[src/rtl/contadores_envase.sv]
// ============================================================================
//  Module   : contadores_envase
//  Brief    : Bottling-line counter core: conditions four raw inputs and keeps
//             bottle, box (dozen) and cork-stock counters plus conveyor flags.
//  Revision : 1.0
// ============================================================================
`default_nettype none

module contadores_envase #(
    parameter int DEBOUNCE_CICLOS = 4,
    parameter int RECARGA_ROLHAS  = 20,
    parameter int ROLHAS_INICIAL  = 50
) (
    input  logic       clk,
    input  logic       reset_n,
    input  logic       sensor_garrafa,
    input  logic       caixa_retirada,
    input  logic       recarga_rolhas,
    input  logic       reset_lote,
    output logic [3:0] count_garrafas,
    output logic [3:0] count_duzias,
    output logic [6:0] count_rolhas,
    output logic       parar_esteira,
    output logic       falta_rolha,
    output logic       lote_completo
);

    localparam int         c_GARRAFA  = 0;
    localparam int         c_CAIXA    = 1;
    localparam int         c_RECARGA  = 2;
    localparam int         c_LOTE     = 3;
    localparam logic [7:0] c_DEB_LAST = 8'(DEBOUNCE_CICLOS - 1);
    localparam logic [7:0] c_REC_QTD  = 8'(RECARGA_ROLHAS);
    localparam logic [6:0] c_ROL_INI  = 7'(ROLHAS_INICIAL);
    localparam logic [7:0] c_ROL_MAX  = 8'd99;

    localparam logic [1:0] c_OPERANDO      = 2'd0;
    localparam logic [1:0] c_CAIXA_CHEIA   = 2'd1;
    localparam logic [1:0] c_LOTE_COMPLETO = 2'd2;

    logic [3:0] w_raw;
    logic [3:0] w_ev;

    assign w_raw = {reset_lote, recarga_rolhas, caixa_retirada, sensor_garrafa};

    // Per input: 2-FF synchronizer, debounce filter, registered rising-edge pulse.
    for (genvar gi = 0; gi < 4; gi++) begin : g_cond
        logic       r_sync1;
        logic       r_sync2;
        logic       r_filt;
        logic       r_filt_d;
        logic       r_ev;
        logic [7:0] r_cnt;

        always_ff @(posedge clk or negedge reset_n) begin
            if (!reset_n) begin
                r_sync1  <= 1'b0;
                r_sync2  <= 1'b0;
                r_filt   <= 1'b0;
                r_filt_d <= 1'b0;
                r_ev     <= 1'b0;
                r_cnt    <= 8'd0;
            end else begin
                r_sync1 <= w_raw[gi];
                r_sync2 <= r_sync1;
                if (r_sync2 == r_filt) begin
                    r_cnt <= 8'd0;
                end else if (r_cnt == c_DEB_LAST) begin
                    r_filt <= ~r_filt;
                    r_cnt  <= 8'd0;
                end else begin
                    r_cnt <= r_cnt + 8'd1;
                end
                r_filt_d <= r_filt;
                r_ev     <= r_filt & ~r_filt_d;
            end
        end

        assign w_ev[gi] = r_ev;
    end

    logic [1:0] r_state;
    logic [3:0] r_garrafas;
    logic [3:0] r_duzias;
    logic [6:0] r_rolhas;
    logic       r_parar;
    logic       r_falta;
    logic       r_lote;

    logic [1:0] w_state_nx;
    logic [3:0] w_gar_nx;
    logic [3:0] w_duz_nx;
    logic [6:0] w_rol_nx;
    logic       w_aceita;
    logic [7:0] w_soma;

    always_comb begin
        w_state_nx = r_state;
        w_gar_nx   = r_garrafas;
        w_duz_nx   = r_duzias;
        w_rol_nx   = r_rolhas;
        w_aceita   = 1'b0;
        w_soma     = 8'd0;
        if (w_ev[c_LOTE]) begin
            w_state_nx = c_OPERANDO;
            w_gar_nx   = 4'd0;
            w_duz_nx   = 4'd0;
            w_rol_nx   = c_ROL_INI;
        end else begin
            case (r_state)
                c_OPERANDO: begin
                    if (w_ev[c_GARRAFA] && (r_rolhas != 7'd0)) begin
                        w_aceita = 1'b1;
                        w_gar_nx = r_garrafas + 4'd1;
                        if (r_garrafas == 4'd11) w_state_nx = c_CAIXA_CHEIA;
                    end
                end
                c_CAIXA_CHEIA: begin
                    if (w_ev[c_CAIXA]) begin
                        w_gar_nx   = 4'd0;
                        w_duz_nx   = r_duzias + 4'd1;
                        w_state_nx = (r_duzias == 4'd9) ? c_LOTE_COMPLETO : c_OPERANDO;
                    end
                end
                default: ;
            endcase
            // Stock is never 0 when a bottle is accepted, so the subtraction cannot wrap.
            w_soma = {1'b0, r_rolhas} - {7'd0, w_aceita}
                   + (w_ev[c_RECARGA] ? c_REC_QTD : 8'd0);
            w_rol_nx = (w_soma > c_ROL_MAX) ? c_ROL_MAX[6:0] : w_soma[6:0];
        end
    end

    always_ff @(posedge clk or negedge reset_n) begin
        if (!reset_n) begin
            r_state    <= c_OPERANDO;
            r_garrafas <= 4'd0;
            r_duzias   <= 4'd0;
            r_rolhas   <= c_ROL_INI;
            r_parar    <= 1'b0;
            r_falta    <= 1'b0;
            r_lote     <= 1'b0;
        end else begin
            r_state    <= w_state_nx;
            r_garrafas <= w_gar_nx;
            r_duzias   <= w_duz_nx;
            r_rolhas   <= w_rol_nx;
            r_falta    <= (w_rol_nx == 7'd0);
            r_parar    <= (w_state_nx != c_OPERANDO) || (w_rol_nx == 7'd0);
            r_lote     <= (w_state_nx == c_LOTE_COMPLETO);
        end
    end

    assign count_garrafas = r_garrafas;
    assign count_duzias   = r_duzias;
    assign count_rolhas   = r_rolhas;
    assign parar_esteira  = r_parar;
    assign falta_rolha    = r_falta;
    assign lote_completo  = r_lote;

endmodule

`default_nettype wire

[config.mk]
export PLATFORM = sky130hd
export DESIGN_NAME = contadores_envase
export DESIGN_NICKNAME = d
export VERILOG_FILES = /design/src/rtl/contadores_envase.sv
export SDC_FILE = /design/constraint.sdc
export NUM_CORES = 1
export LEC_CHECK = 0
export CAP_MARGIN = 25
export CORE_MARGIN = 2
export CORE_UTILIZATION = 40
export DETAILED_ROUTE_END_ITERATION = 16
export PLACE_DENSITY = 0.57
export SLEW_MARGIN = 20
export SYNTH_ARGS = -nofsm -noshare
export SYNTH_HDL_FRONTEND = slang
export SYNTH_SLANG_ARGS = --single-unit
export TNS_END_PERCENT = 1
[constraint.sdc]
create_clock -name clk -period 8.67 [get_ports clk]
set_input_delay 0.867 -clock clk [delete_from_list [all_inputs] [get_ports clk]]
set_output_delay 0.867 -clock clk [all_outputs]
set_load 0.005 [all_outputs]
==> results.md, run 1 <==
- The hold-fix buffer count after cts is 0.
- The global-route usage over all layers is 14.21%.
- For flop-to-flop paths, the worst setup slack is 5.14 ns.
- The detail-routed via count per cell is 5.004.
- The total number of nets in the final design is 368.
- The buffer count from post-CTS setup fixing is 0.
- The share of the synthesized area in the top cell type is 50.36%.
- For the pin with the worst max-slew slack, the measured transition is 0.8631 ns.
- The cell area after layout is 0.003961 mm^2.
- The last weighted congestion value of the routability-driven placer is 0.7987.
- The die height is 96.58 um.
- Entering global routing, the biggest net connects 73 pins.
- Sequential cells were found to cover 52.66% of the synthesized design area.
- The total power is 1.325 mW.
- The element type at the critical path start is a register.
- The number of failing hold endpoints at the final stage came to 0.
- Detailed placement finished with a half-perimeter wire length of 4068 um.
- The number of global-route vias before repair was 2196.
- Setup repair after global routing left no endpoint under its margin.
- Yosys printed 0 warnings.
- The worst setup timing slack at the placement stage is 5.155 ns.
- In the post-synthesis netlist, the biggest area contributors are sky130_fd_sc_hd__dfrtp_1 (50%), sky130_fd_sc_hd__xor2_1 (7.2%), sky130_fd_sc_hd__ha_1 (5.8%).
- For this run, the top clock speed supported by timing is 0.2832 GHz.
- The combinational group share of total power is 45.3%.
- The detailed route wirelength on metal3 is 241 um.
- The post-synth net total is 337.
- The post-place instance area is 0.003775 mm^2.
- The flow ran to the end, and the final reports show no timing, DRC or antenna violations.
- The number of antenna violations at the first check in global routing is 0.
- The post-layout worst setup margin is 5.139 ns.
- The signed area change from the synthesized netlist to the final layout is 15.55%.
- The worst hold margin is 0.3512 ns.
- The number of design rule violations left after detail routing is 0.
- The normalized max-slew margin is 42.46%.
- The wire length after detailed routing is 5723 um.
- Counting flops with a built-in enable in the synthesized netlist gives 0.
- In the finished design, the share of the clock period the worst path needs comes to 40.73%.
- More flip-flops sit in one register than any other, and that register is g_cond.r_cnt.
- Input and output buffers added on the ports amount to 23.
- The mean cell area of the mapped netlist is 10.92 um^2.
- The number of flip-flops under the largest register name is 32.
- Adding up every negative setup slack in the final design gives 0 ns.
- The number of clock buffers inserted by TritonCTS is 9.
- The count of standard-cell rows is 33.
- The most area-hungry cell type in the Yosys netlist is sky130_fd_sc_hd__dfrtp_1.
- The clock tree from TritonCTS is built.
- The synthesized netlist occupies a cell area of 0.003428 mm^2.
- After the first detailed-routing iteration, the DRC count stood at 91.
- Internal power comes to 795.3 uW.
- The initial utilization of the core area, before any placement, comes to 41.52%.
- The clock tree skew after final layout is 0.006177 ns.
- In the synthesized netlist the async set-or-reset flop fraction comes to 100.0%.
- The die is 96.58 um wide.
- The clock network fraction of design power is 18.6%.
- 0 antenna diodes ended up in the layout.
- The critical path ends at parar_esteira.
- Per report_power, the sequential group accounts for 36.1% of the total.
- The number of pins exceeding their max-slew limit in the final report is 0.
- The final antenna-violating net count is 0.
- The number of different library cells in the post-synthesis netlist is 51.
- The placed instance count is 439.
- Summed over all cells, the static leakage comes to 1.835 nW.
- The net switching power is 530.1 uW.
- The number of gates resized after cts is 0.
- Tracing the worst setup path back leads to its startpoint at count_rolhas[1].
- The worst setup path is captured at a register.
- Counting every instance in the synthesized netlist gives 314.
- The number of cells on the worst reg-to-reg path is 12.
- The die area is 0.009328 mm^2.
- Clock latency on the worst-skew pair, taken at its later pin, is 0.35 ns.
- In this run, synthesis produced a sequential element count of 72.
- The number of buffers between clock root and the deepest sink is 2.
- 24 I/O pins were placed.
- Measured on the finished design, the core utilization comes to 47.97%.
- The routed design uses 2462 um of met2 wire.
- For the worst setup path, the data arrival time is 3.78 ns.
- The via count is 2277.
- The post-route netlist has 8.857% of its cells at a drive strength greater than 1.
- The clock tree root buffer cell is sky130_fd_sc_hd__clkbuf_8.
- The routed length on met1 is 2952 um.
- The H-tree depth is 3.
- For this run, the leading register cell type out of synthesis is sky130_fd_sc_hd__dfrtp_1.
- For this design, the sink count on the clock tree is 72.
- The aggregate global routing overflow is 0.
- The startpoint of the worst register-to-register path is count_rolhas[1].
- STA puts the critical path data required time at 8.92 ns.
- The core footprint is 0.008258 mm^2.
- In this run the critical register-to-register path is captured at parar_esteira.
- The peak supply drop is 0.1250 mV.
- In this run switching power makes up 39.99% of total power.
- The type of the setup path with the least slack is reg -> reg.
- The number of search-and-repair iterations in the first detailed-routing pass is 4.
- The first global-routing pass estimated 10110 um of wire.
- The min-delay analysis places its worst path in the category reg -> reg.
- The largest fanout of any net on the critical path is 6.
- The uppermost layer routed is met4.
- The count of cells in the finished layout, fillers not included, comes to 455.
- The max-cap violation count is 0.
- Clock-pin slew was measured on the worst setup and hold paths at 0.08 ns.
- Dividing total power by cell area gives a power density of 334.6 mW/mm^2.
- After detailed routing, the average wire length per cell comes to 12.58 um.
- Setup violations remaining at the end of the flow were counted as 0.
- The final critical delay including setup and external delays is 3.531 ns.
## cells in the mapped netlist (4+ instances only)
library cell / count
sky130_fd_sc_hd__inv_1: 19
sky130_fd_sc_hd__nor2b_1: 7
sky130_fd_sc_hd__and3_1: 12
sky130_fd_sc_hd__xnor2_1: 10
sky130_fd_sc_hd__nand3_1: 18
sky130_fd_sc_hd__nor2_1: 41
sky130_fd_sc_hd__xor2_1: 28
sky130_fd_sc_hd__nand2b_1: 5
sky130_fd_sc_hd__nor4_1: 6
sky130_fd_sc_hd__mux2_2: 4
sky130_fd_sc_hd__ha_1: 16
sky130_fd_sc_hd__nand2_1: 12
sky130_fd_sc_hd__o21a_1: 6
sky130_fd_sc_hd__nor3_1: 5
sky130_fd_sc_hd__o21ai_0: 5
sky130_fd_sc_hd__dfrtp_1: 69
## worst max-delay path, stage by stage, from the launching register on
cell and delay, ns:
sky130_fd_sc_hd__dfstp_2 0.56, sky130_fd_sc_hd__nor3_1 0.07, sky130_fd_sc_hd__a2111oi_2 0.70, sky130_fd_sc_hd__ha_1 0.27, sky130_fd_sc_hd__inv_1 0.04, sky130_fd_sc_hd__ha_1 0.20, sky130_fd_sc_hd__inv_1 0.08, sky130_fd_sc_hd__fa_1 0.20
sky130_fd_sc_hd__and2b_1 0.24, sky130_fd_sc_hd__o22ai_2 0.19, sky130_fd_sc_hd__xnor2_1 0.14, sky130_fd_sc_hd__or3_4 0.41, sky130_fd_sc_hd__o41ai_2 0.33
## placed cells by master, fill, tap and decap left out, types with 3 or more instances in the layout
cell                              Yosys  layout
sky130_fd_sc_hd__o21a_1               6       6
sky130_fd_sc_hd__nor2b_1              7       7
sky130_fd_sc_hd__mux2_2               4       4
sky130_fd_sc_hd__nand2b_1             5       5
sky130_fd_sc_hd__dfstp_2              3       3
sky130_fd_sc_hd__nor4_1               6       6
sky130_fd_sc_hd__nand3_1             18      18
sky130_fd_sc_hd__xor2_1              28      28
sky130_fd_sc_hd__xnor2_1             10      10
sky130_fd_sc_hd__dfrtp_1             69      69
sky130_fd_sc_hd__nor3_1               5       5
sky130_fd_sc_hd__o21ai_0              5       5
sky130_fd_sc_hd__clkbuf_8             0       9
sky130_fd_sc_hd__ha_1                16      16
sky130_fd_sc_hd__inv_1               19      19
sky130_fd_sc_hd__and3_1              12      12
sky130_fd_sc_hd__nand2_1             12      12
sky130_fd_sc_hd__a211oi_1             3       3
sky130_fd_sc_hd__clkdlybuf4s50_1      0      22
sky130_fd_sc_hd__inv_6                0       3
sky130_fd_sc_hd__a21oi_1              3       3
sky130_fd_sc_hd__nor2_1              41      41
## layout make-up
cell class / count / area [um^2]
Inverter: 19 / 71.32
Clock inverter: 7 / 62.56
Multi-Input combinational cell: 220 / 1539
Clock buffer: 9 / 123.9
Tap cell: 105 / 131.4
Fill cell: 772 / 4297
Sequential cell: 72 / 1805
Timing Repair Buffer: 23 / 227.7
## worst min path at each step
| stage | from | endpoint | slack, ns | cells past startpoint |
|---|---|---|---|---|
| after global placement | g_cond[0].r_sync1 | g_cond[0].r_sync2 | 0.33 | 0 |
| after detailed placement | g_cond[3].r_sync1 | g_cond[3].r_sync2 | 0.34 | 0 |
| after CTS | g_cond[3].r_sync1 | g_cond[3].r_sync2 | 0.35 | 0 |
| final | g_cond[1].r_sync1 | g_cond[1].r_sync2 | 0.35 | 0 |
| after global routing | g_cond[3].r_sync1 | g_cond[3].r_sync2 | 0.36 | 0 |
| after floorplan | g_cond[0].r_sync1 | g_cond[0].r_sync2 | 0.33 | 0 |
## power groups by stage
stage,clock (mW),combinational (mW),sequential [mW]
4_1_cts,0.258,0.604,0.480
2_1_floorplan,0,0.463,0.466
3_3_place_gp,0,0.604,0.485
5_1_grt,0.271,0.675,0.493
6_report,0.247,0.600,0.478
3_5_place_dp,0,0.601,0.486
## routing by layer
layer	vias to the layer above	global-route usage, %
li1	1149	-
met1	1088	20.68
met2	35	19.97
met3	5	3.801
met4	0	5.986
met5	-	0
## cell families (layout without fill, tap and decap cells)
group | count (synthesis) | in the layout | synth area share [%]
simple gates | 124 | 124 | 18.65
mux | 5 | 5 | 1.606
compound gates | 36 | 36 | 8.503
xor+xnor | 38 | 38 | 9.708
buf+inv | 22 | 58 | 2.445
fa+ha+maj | 17 | 17 | 6.423
flops | 72 | 72 | 52.66
Power figures use the tool's default switching activity.
==> run 2, diff against run 1 <==
==> constraint.sdc (replaced) <==
create_clock -name clk -period 3.4 [get_ports clk]
set_input_delay 0.34 -clock clk [delete_from_list [all_inputs] [get_ports clk]]
set_output_delay 0.34 -clock clk [all_outputs]
set_load 0.005 [all_outputs]
==> results.md, run 2 (synthesized netlist as in run 1, its figures left out) <==
- The number of global-route vias before repair is 2263 (+3.1%).
- Walking the worst path, the cells encountered are nor3_1, a2111oi_2, ha_1, inv_1, ha_1, inv_1, fa_1, and2b_2, o22ai_2, xnor2_1, or3_4, o41ai_2.
- The number of ports placed on the die boundary is 24 (unchanged).
- The signed area change from the synthesized netlist to the final layout is 16.09%.
- The final antenna-violating net count came to 0 (unchanged).
- The width of the die came to 96.58 um (unchanged).
- The fmax is 0.3115 GHz (+10%).
- The aggregate global routing overflow is 0 (unchanged).
- The reported leakage power is 1.844 nW (+0.50%).
- The flow ran to the end, and the final reports show no timing, DRC or antenna violations.
- The number of antenna violations at the first check in global routing is 0 (unchanged).
- The buffer count from post-CTS setup fixing is 0 (unchanged).
- The switching part of the total power is 39.62% (-0.38 points).
- The clock network fraction of design power came to 18.7% (about the same).
- The number of gates resized after cts was 0 (unchanged).
- The wire length after detailed routing is 5992 um (+4.7%).
- The startpoint of the worst register-to-register path is count_rolhas[1].
- The largest net degree at the start of global routing is 73 (unchanged).
- The first-pass GRT wire length was 10390 um (+2.8%).
- The area of the multi-input gates is 0.001546 mm^2 (+0.49%).
- The stage delay of the slowest cell on the critical path is 0.57 ns (-0.13 ns).
- The register with the most flip-flops in the final layout is g_cond.r_cnt.
- The core footprint is 0.008258 mm^2 (unchanged).
- The peak supply drop was 0.2958 mV (+140%).
- The total power is 3.428 mW (+160%).
- The number of design rule violations left after detail routing came to 0 (unchanged).
- The cell area after layout is 0.003980 mm^2 (+0.47%).
- The required time at the worst-slack endpoint is 3.64 ns (-5.28 ns).
- The worst hold margin was 0.1099 ns (-0.2412 ns).
- The type of destination of the critical path is a register.
- The family with the most delay on the worst path is compound AO/OA/AOI/OAI gates.
- The number of flip-flops under the largest register name is 32 (unchanged).
- The last weighted congestion value of the routability-driven placer is 0.8157 (+2.1%).
- The number of pins exceeding their max-slew limit in the final report was 0 (unchanged).
- The via count is 2334 (+2.5%).
- The area used by sequential logic in the layout was 0.001805 mm^2 (unchanged).
- The final clock period utilization by the worst path was 94.43% (+54 points).
- The count of input and output buffers is 23 (unchanged).
- The average routed wire per standard cell is 13.14 um (+4.5%).
- The setup slack of the worst register-to-register path is 0.19 ns (-4.95 ns).
- The die height came to 96.58 um (unchanged).
- The clock sink count was 72 (unchanged).
- The worst reg2reg path depth is 12 (unchanged).
- The sequential group share of total power is 35.7% (-0.4 points).
- The total number of nets in the final design came to 369 (+0.27%).
- The largest fanout of any net on the critical path is 5 (-1).
- The initial standard-cell utilization of the core is 41.52% (unchanged).
- The count of standard-cell rows came to 33 (unchanged).
- The endpoint arrival time on the critical path is 3.45 ns (-0.33 ns).
- The final critical delay including setup and external delays is 3.211 ns (-0.3206 ns).
- The transition time at the pin with the least slew margin is 0.8951 ns (+0.03201 ns).
- The H-tree depth is 3 (unchanged).
- The worst setup path is of the reg -> reg kind.
- The power density normalized to cell area was 861.4 mW/mm^2 (+160%).
- The clock edge transition at the registers on the reported setup and hold paths is 0.09 ns (about the same).
- The count of filler cells inserted in the layout is 758 (-1.8%).
- The number of buffers between clock root and the deepest sink came to 2 (unchanged).
- The capture point of the worst reg-to-reg path is parar_esteira.
- The number of diodes is 0 (unchanged).
- The die area is 0.009328 mm^2 (unchanged).
- The clock tree skew after final layout is 0.01417 ns (+0.007988 ns).
- The number of search-and-repair iterations in the first detailed-routing pass is 5 (+1).
- The detailed placer's ending HPWL is 4214 um (+3.6%).
- The combined buffer and inverter count along the critical path was 2 (unchanged).
- The number of clock buffers inserted by TritonCTS is 9 (unchanged).
- The post-place instance area is 0.003782 mm^2 (+0.20%).
- The critical-path cell with the highest stage delay is sky130_fd_sc_hd__dfstp_2.
- The detail-routed via count per cell came to 5.118 (+2.3%).
- The internal power came to 2.070 mW (+160%).
- The worst setup path is launched from a register.
- Setup repair after global routing left no endpoint under its margin.
- In the layout the commonest cells are sky130_fd_sc_hd__dfrtp_1 (69), sky130_fd_sc_hd__nor2_1 (41), sky130_fd_sc_hd__xor2_1 (28).
- The number of failing hold endpoints at the final stage is 0 (unchanged).
- The normalized max-slew margin came to 40.33% (-2.1 points).
- The final setup violation count came to 0 (unchanged).
- The net switching power came to 1.358 mW (+160%).
- The leading cell type in the layout, fill and taps excluded is sky130_fd_sc_hd__dfrtp_1.
- The global-route usage over all layers is 14.52% (+0.31 points).
- The hold-fix buffer count after cts is 0 (unchanged).
- The path class of the tightest hold or removal check is in -> async.
- The clock latency on the worst-skew pair came to 0.34 ns (about the same).
- The clock tree from TritonCTS is built.
- The utilization after layout was 48.20% (+0.23 points).
- The setup TNS came to 0 ns (unchanged).
- The fraction of layout cells with a size suffix above 1 is 9.687% (+0.83 points).
- The number of violations reported at the end of detailed-routing iteration 0 is 88 (-3.3%).
- The combinational group share of total power was 45.6% (+0.3 points).
- The clock tree root buffer cell is sky130_fd_sc_hd__clkbuf_8.
- The max-cap violation count is 0 (unchanged).
run 2: changes by cell type in the layout (fill, tap and decap cells not counted), sizes merged:
cell / previous run / this run
clkbuf: 9 / 11
buf: 1 / 2
inv: 23 / 21
run 2: worst max path at each step:
stage | from | end | cells past startpoint
finish | count_rolhas[1] | parar_esteira | 12
global route | count_rolhas[1] | parar_esteira | 12
CTS | count_rolhas[2] | parar_esteira | 12
detailed placement | count_rolhas[2] | parar_esteira | 12
global placement | count_rolhas[2] | parar_esteira | 12
floorplan | count_rolhas[1] | parar_esteira | 12
run 2: per-layer routing:
layer | GRT usage (%) | vias up | part of all wire [%]
met4 | 6.221 | 0 | 1.5
met1 | 20.77 | 1127 | 51
li1 | - | 1152 | -
met3 | 3.569 | 8 | 3.8
met5 | 0 | - | 0
met2 | 20.95 | 47 | 43
run 2: area by class of cell:
type / instances / area share [%]
flip-flops and latches: 72 / 45.36
multi-input cells: 220 / 38.86
repair buffers: 24 / 5.910
clock buffers: 11 / 3.804
well taps: 105 / 3.301
inverters: 19 / 1.792
clock inverters: 5 / 0.9745
run 2: per-stage QoR:
step | worst slack (ns) | cells
final | 0.1895 | 456
after global placement | 0.1292 | 440
after global routing | 0.01379 | 456
after CTS | 0.05021 | 456
after detailed placement | 0.06819 | 440
after floorplan | 0.1758 | 314
run 2: power groups by stage:
stage / clock network, mW / logic, mW / registers, mW
after floorplan: 0 / 1.18 / 1.19
after global placement: 0 / 1.55 / 1.23
after detailed placement: 0 / 1.55 / 1.24
after CTS: 0.668 / 1.56 / 1.22
after global routing: 0.707 / 1.75 / 1.25
final: 0.641 / 1.56 / 1.22
run 2: worst reg2reg max path, cell delays in order (launching register included):
cell	delay, ns
sky130_fd_sc_hd__dfstp_2	0.57
sky130_fd_sc_hd__nor3_1	0.07
sky130_fd_sc_hd__a2111oi_2	0.42
sky130_fd_sc_hd__ha_1	0.21
sky130_fd_sc_hd__inv_1	0.04
sky130_fd_sc_hd__ha_1	0.20
sky130_fd_sc_hd__inv_1	0.08
sky130_fd_sc_hd__fa_1	0.19
sky130_fd_sc_hd__and2b_2	0.27
sky130_fd_sc_hd__o22ai_2	0.17
sky130_fd_sc_hd__xnor2_1	0.14
sky130_fd_sc_hd__or3_4	0.40
sky130_fd_sc_hd__o41ai_2	0.35
==> run 3, diff against run 2 <==
==> constraint.sdc (replaced) <==
create_clock -name clk -period 3.4 [get_ports clk]
set_input_delay 0.34 -clock clk [delete_from_list [all_inputs] [get_ports clk]]
set_output_delay 0.34 -clock clk [all_outputs]
set_load 0.01 [all_outputs]
==> results of run 3 <==
Same layout as run 2 (identical final DEF). Status: finished clean.
Among the figures that moved: total power 3.428 mW -> 3.447 mW
